`config.mk`:
```
export PLATFORM = sky130hd
export DESIGN_NAME = shift_right_iter
export DESIGN_NICKNAME = d
export VERILOG_FILES = /design/src/rtl/shift_right_iter.sv
export SDC_FILE = /design/constraint.sdc
export NUM_CORES = 1
export LEC_CHECK = 0
export BUFFER_PORTS_ARGS = -buffer_cell sky130_fd_sc_hd__buf_2
export CAP_MARGIN = 15
export CORE_MARGIN = 4
export CORE_UTILIZATION = 40
export DETAILED_ROUTE_END_ITERATION = 7
export PLACE_DENSITY = 0.68
export SKIP_LAST_GASP = 1
export SLEW_MARGIN = 10
export SYNTH_ARGS = -nofsm -noshare
export SYNTH_HDL_FRONTEND = slang
export SYNTH_SLANG_ARGS = --single-unit
```
`constraint.sdc`:
```
create_clock -name clock -period 2.9 [get_ports clock]
set_input_delay 0.435 -clock clock [delete_from_list [all_inputs] [get_ports clock]]
set_output_delay 0.435 -clock clock [all_outputs]
set_load 0.05 [all_outputs]
```
`src/rtl/shift_right_iter.sv`:
```
// Iterative 32-bit right shifter (SRL/SRA). Each SHIFT cycle moves the operand by 4 bits
// while at least 4 bits remain to be shifted, then by 1 bit; the result is published with a one-cycle pulse.
module shift_right_iter (
  input  logic        clock,
  input  logic        reset_n,
  input  logic        start,
  input  logic [31:0] data_in,
  input  logic [4:0]  shamt,
  input  logic        arith,
  output logic [31:0] data_out,
  output logic        data_ready,
  output logic        busy
);

  typedef enum logic [1:0] {
    IDLE  = 2'd0,
    SHIFT = 2'd1,
    DONE  = 2'd2
  } state_t;

  state_t      state;
  state_t      state_next;
  logic [31:0] work;
  logic [4:0]  count;
  logic        fill;

  // NOTE: sequential state uses non-blocking assignments so every register samples pre-edge values.
  always_ff @(posedge clock or negedge reset_n) begin
    if (!reset_n) state <= IDLE;
    else          state <= state_next;
  end

  // NOTE: state_next gets a default before the case so no path leaves it unassigned (no latch).
  always_comb begin
    state_next = state;
    case (state)
      IDLE:    if (start) state_next = SHIFT;
      SHIFT:   if (count == 5'd0) state_next = DONE;
      DONE:    state_next = IDLE;
      default: state_next = IDLE;
    endcase
  end

  // Fill bit is frozen at capture so a changing data_in cannot disturb an in-flight SRA.
  always_ff @(posedge clock or negedge reset_n) begin
    if (!reset_n) begin
      work     <= '0;
      count    <= '0;
      fill     <= 1'b0;
      data_out <= '0;
    end else begin
      case (state)
        IDLE: begin
          if (start) begin
            work  <= data_in;
            count <= shamt;
            fill  <= arith & data_in[31];
          end
        end
        SHIFT: begin
          if (count >= 5'd4) begin
            work  <= {{4{fill}}, work[31:4]};
            count <= count - 5'd4;
          end else if (count != 5'd0) begin
            work  <= {fill, work[31:1]};
            count <= count - 5'd1;
          end else begin
            data_out <= work;
          end
        end
        default: ;
      endcase
    end
  end

  assign busy       = (state != IDLE);
  assign data_ready = (state == DONE);

endmodule
```
; Yosys cells after proc, flatten, opt, wreduce, memory -nomap -nowiden
; Index checks and enable logic that the tools add are counted.
[totals]
in_bits = 41
output_inout_bits = 34
reg_bits = 72
elab_cells = 36
[op_classes]
n_mux = 11
n_reduce_logical = 9
n_eq_ne = 5
magnitude_cmp = 1
n_bitwise = 3
n_addsub = 2
[op_table]
columns = operator, count
row1 = 32-bit 2-to-1 mux, 3
row2 = 32-bit case mux with 2 select lines, 1
row3 = 5-bit 2-to-1 mux, 3
row4 = 5-bit case mux with 2 select lines, 1
row5 = 3-bit AND reduction, 2
row6 = 5-bit by 3-bit greater-or-equal comparator with 1-bit output (second input constant), 1
row7 = 5-bit zero test, 1
row8 = 5-bit nonzero test, 1
row9 = 5-bit by 1-bit subtractor with 5-bit output (second input constant), 1
row10 = 5-bit by 3-bit subtractor with 5-bit output (second input constant), 1
row11 = 2-bit 2-to-1 mux, 2
row12 = 2-bit != test (second input constant), 2
row13 = 2-bit case mux with 2 select lines, 1
row14 = 2-bit AND reduction, 2
row15 = 2-bit nonzero test, 2
row16 = 3-bit != test (second input constant), 1
row17 = 2-bit by 1-bit == test with 1-bit output (second input constant), 1
row18 = 2-bit == test (second input constant), 1
row19 = 2-bit zero test, 1
row20 = 1-bit NOT, 2
row21 = 1-bit AND, 1

; Longest topological paths before layout
[depth]
word_depth = 4
depth_mapped = 8
ltp_nobuf = 6

; Worst setup path after synthesis
; OpenSTA, ideal clock, no wires.
[synth_path]
path_type = register -> register
from = reg count[3]
to = reg count[2]
stages_incl_launch_ff = 8
n_path_buf = 2
t_required_ps = 2768
setup_ps = 132
setup_slack_ps = 1148
arrival_ps = 1620
period_less_slack_ps = 1752
cell_sequence = dfrtp_1 > inv_1 > ha_1 > a2111o_1 > buf_2 > buf_2 > o211ai_1 > a22oi_1
[synth_via]
elab_chain_cells = 3
word_cells_on_any_way = 6
classes_between = order compare: 1 / eq/ne: 1 / mux: 2 / reduce/logical: 2
[synth_rtl]
columns = item, line
row1 = "start, declared", 24  ; logic [4:0] count;
row2 = "start signal, assigned", 56  ; count <= shamt;
row3 = "start signal, assigned", 63  ; count <= count - 5'd4;
row4 = "start signal, assigned", 66  ; count <= count - 5'd1;
row5 = 5-bit by 3-bit greater-or-equal comparator with 1-bit output / 5-bit nonzero test (equally long branches), "61, 64"
row6 = 3-bit != test (no source line) / 5-bit 2-to-1 mux (equally long branches), n/a
row7 = 3-bit AND reduction (no source line) / 5-bit case mux with 2 select lines (equally long branches), n/a
; Several ways; a longest one is shown, not always the timed one.
; A chain may end at the register's enable or synchronous reset.

; Worst setup path in the final report
[layout_path]
from = reg count[3]
to = reg data_out[7]
[layout_via]
elab_chain_cells = 3
word_cells_on_any_way = 5
classes_between = order compare: 1 / bitwise: 2 / reduce/logical: 2
[layout_rtl]
columns = item, line
row1 = 5-bit by 3-bit greater-or-equal comparator with 1-bit output / 5-bit nonzero test (equally long branches), "61, 64"
row2 = 1-bit NOT (no source line), n/a
row3 = 3-bit AND reduction (no source line) *, n/a
row4 = "end signal, assigned", 68  ; data_out <= work;
row5 = "end, declared", 10  ; output logic [31:0] data_out,
; Every way passes the cells marked *; elsewhere a longest branch is shown, timed or not.

==> summary.md <==
| Metric | Value |
|---|---|
| Syn Nets | about 380 |
| FMAX | between 400 and 500 MHz |
| # diodes | 0 |
| Clock Skews | about 0.0054 ns |
| Area delta synth->final | 17.2% |
| Critical Path Source Type | flip-flop |
| HP Class | in2async |
| I/O pins | 75 |
| Reg2Reg Capture Point | data_out[7] |
| Post_cts resized | 0 |
| Crit path kind | reg2reg |
| Die area | ~10000 um^2 |
| Clock Latency Late Sink | around 0.33 ns |
| Crit share post-route | about 73% |
| Core area | around 8300 um^2 |
| Synth warnings | 0 |
| Cell Rows | 33 |
| Routed WL per cell | approximately 16 um |
| Fill cell count | approximately 810 |
| Final min period | between 2 and 2.5 ns |
| Post-Syn Instances | 331 |
| Cell with the most instances after synthesis | dfrtp_1 |
| Worst-path clk slew | 0.07 ns |
| CTS tree | built |
| Number of post-CTS setup repair buffers | 0 |
| CP max FO | 22 |
| Area of the multi-input gates | ~1500 um^2 |
| Seq/Total Area, Yosys | between 50 and 60% |
| Asr flop ratio synth | 100% |
| R2R depth | 6 |
| Pins Over Slew Limit | 0 |
| Pleak | between 1.5 and 2 nW |
| Root buffer cell | clkbuf_8 |
| Fin util | 48.9% |
| Predominant post-synthesis flop cell | dfrtp_1 |
| Share of cells above drive strength 1 | between 30% and 40% |
| Largest net degree at the start of global routing | 73 |
| Worst-Margin Slew | ~0.89 ns |
| IR Drop Worst-Case VDD | around 560 uV |
| Starting Density | 41.7% |
| Rel. slew slack | between 40% and 50% |
| WP buf/inv | 2 |
| Synth cell types | 34 |
| All-Layer GR Usage | 16.9% |
| Vias | approximately 2700 |
| DR iter-0 viols | 177 |
| Clock Path Buffers | 2 |
| Status | completed |
| Die H | roughly 100 um |
| # hold bufs at CTS | 0 |
| RSZ-0062 raised after global routing | no |
| CP delay by family, top | simple AND/OR/NAND/NOR gates |
| R2R Path Start | count[3] |
| # DRC | 0 |
| Cts bufs inserted | 9 |
| Largest incremental delay on the critical path | around 0.44 ns |
| Clock H-tree levels | 3 |
| Post-DP HPWL | roughly 5.6 mm |
| Synth Register Bits | 72 |
| DRT Wirelength | 8.13 mm |
| PwrDens | approximately 1300 nW/um^2 |
| Slowest CP cell | dfrtp_1 |
| Yosys top cell by area | dfrtp_1 |
| R2R Setup Slk | slightly below 0.8 ns |
| Vias in the first global route | around 2900 |
| Clock Sinks | slightly above 70 |
| Setup TNS | 0 ns |
| Pre-CTS WS | 0.777 ns |
| Initial antenna violation count | 0 |
| Top cells by area, synth | dfrtp_1 52%, mux2_2 11%, o2bb2ai_1 7.8% |
| GP Congestion | roughly 0.8 |
| PortBufs | 74 |
| First-pass GRT wire length | 13.7 mm |
| First-pass DRT Iterations | 4 |
| Worst EP arrival | about 2.3 ns |
| Critical Path RT | approximately 3.1 ns |
| Commonest cells post-synth | 72 x dfrtp_1, 63 x nand2_1, 35 x a21oi_1, 33 x mux2_2, 33 x o21ai_1 |
| Cells along the critical path | inv_1, ha_1, nor3_1, nand3_2, buf_4, mux2_2 |
| Gr ovfl total | 0 |
| Final worst slack | 0.788 ns |
| Nets | 444 |
| Number of synthesized flops with an enable pin | 0 |
| Post-synthesis area per instance | 10.5 um^2 |
| Vias/cell | 5.28 |
| Kind of end point of the critical path | flip-flop |
| Top cell type's share of synthesized area | about half |
| Final setup fails | 0 |
| Routed Antenna Nets | 0 |
| Die Wd | 101 um |
| Max-cap violations | 0 |
| Final hold viol count | 0 |
| Synthesized cell area | 3480 um^2 |
| Register area | 1800 um^2 |
==> cell usage in the layout (no fill, tap or decap), types with 2 or more instances in the layout <==
master and n:
inv_1 5, o2bb2ai_1 31, clkbuf_8 12, o22ai_1 3
nor2_1 3, nor3_2 2, clkinv_2 3, a21oi_1 35
dfrtp_1 72, buf_2 74, ha_1 4, a22oi_1 2
o21ai_1 33, mux2_2 33, buf_4 9, nand2_1 63
==> routing by layer <==
metal | up-vias | GRT usage [%] | share of wire, %
li1 | 1310 | - | -
met1 | 1297 | 22.2 | 47
met2 | 76 | 26.8 | 46
met3 | 6 | 5.99 | 6.5
met4 | 0 | 4.29 | 0.79
met5 | - | 0 | 0
==> worst max-delay path by stage <==
stage	from	end	slack [ns]	depth (start not counted)
finish	count[3]	data_out[7]	0.79	6
floorplan	count[3]	count[2]	1.15	7
CTS	count[2]	data_out[21]	0.77	6
detailed placement	count[2]	data_out[21]	0.78	6
global placement	count[3]	data_out[1]	0.86	6
global route	count[3]	data_out[10]	0.63	6
==> worst register-to-register path: cells and delay by family, from the launching register on <==
kind                     cells  cell delay (ns)
AND/OR/NAND/NOR              2             0.56
flip-flops                   1             0.44
buffers and inverters        2             0.43
multiplexers                 1             0.31
adder cells (fa/ha/maj)      1             0.25
==> through the flow <==
step                total power [W]  cells  hold slack, ns  cell area [um^2]
floorplan                   0.00396    331           0.139              3480
CTS                         0.00528    509           0.335              4080
global route                0.00565    509           0.348              4080
global placement            0.00444    493           0.471              3890
detailed placement          0.00454    493           0.490              3890
finish                      0.00523    509           0.308              4080
==> flip-flops by register name, indices dropped and copies added (netlist names) <==
name / flops
work: 32
fill: 1
count: 5
state: 2
data_out: 32
==> cells by family (layout without fill, tap and decap cells) <==
logic type | Yosys count | after routing | share of synthesized area, %
adder cells (fa/ha/maj) | 4 | 4 | 1.44
buffers and inverters | 31 | 104 | 5.00
AO/OA/AOI/OAI | 114 | 114 | 21.5
AND/OR/NAND/NOR | 76 | 76 | 9.38
flip-flops | 72 | 72 | 51.8
multiplexers | 34 | 34 | 11.0
==> cell type report <==
| cell class | instances | area share [%] |
|---|---|---|
| multi-input combinational | 228 | 36.9 |
| clock inverter | 3 | 0.368 |
| inverter | 5 | 0.460 |
| clock buffer | 13 | 4.14 |
| timing repair buffer | 83 | 10.7 |
| sequential | 72 | 44.2 |
| tap | 105 | 3.22 |
==> power breakdown <==
part           internal (W)  total (W)  leakage, nW  switching [W]
clock network      0.000377   0.000726       0.0992       0.000349
registers           0.00146    0.00185        0.910       0.000386
logic              0.000984    0.00265        0.956        0.00167
total               0.00283    0.00523         1.97        0.00241
Power figures use the tool's default switching activity.
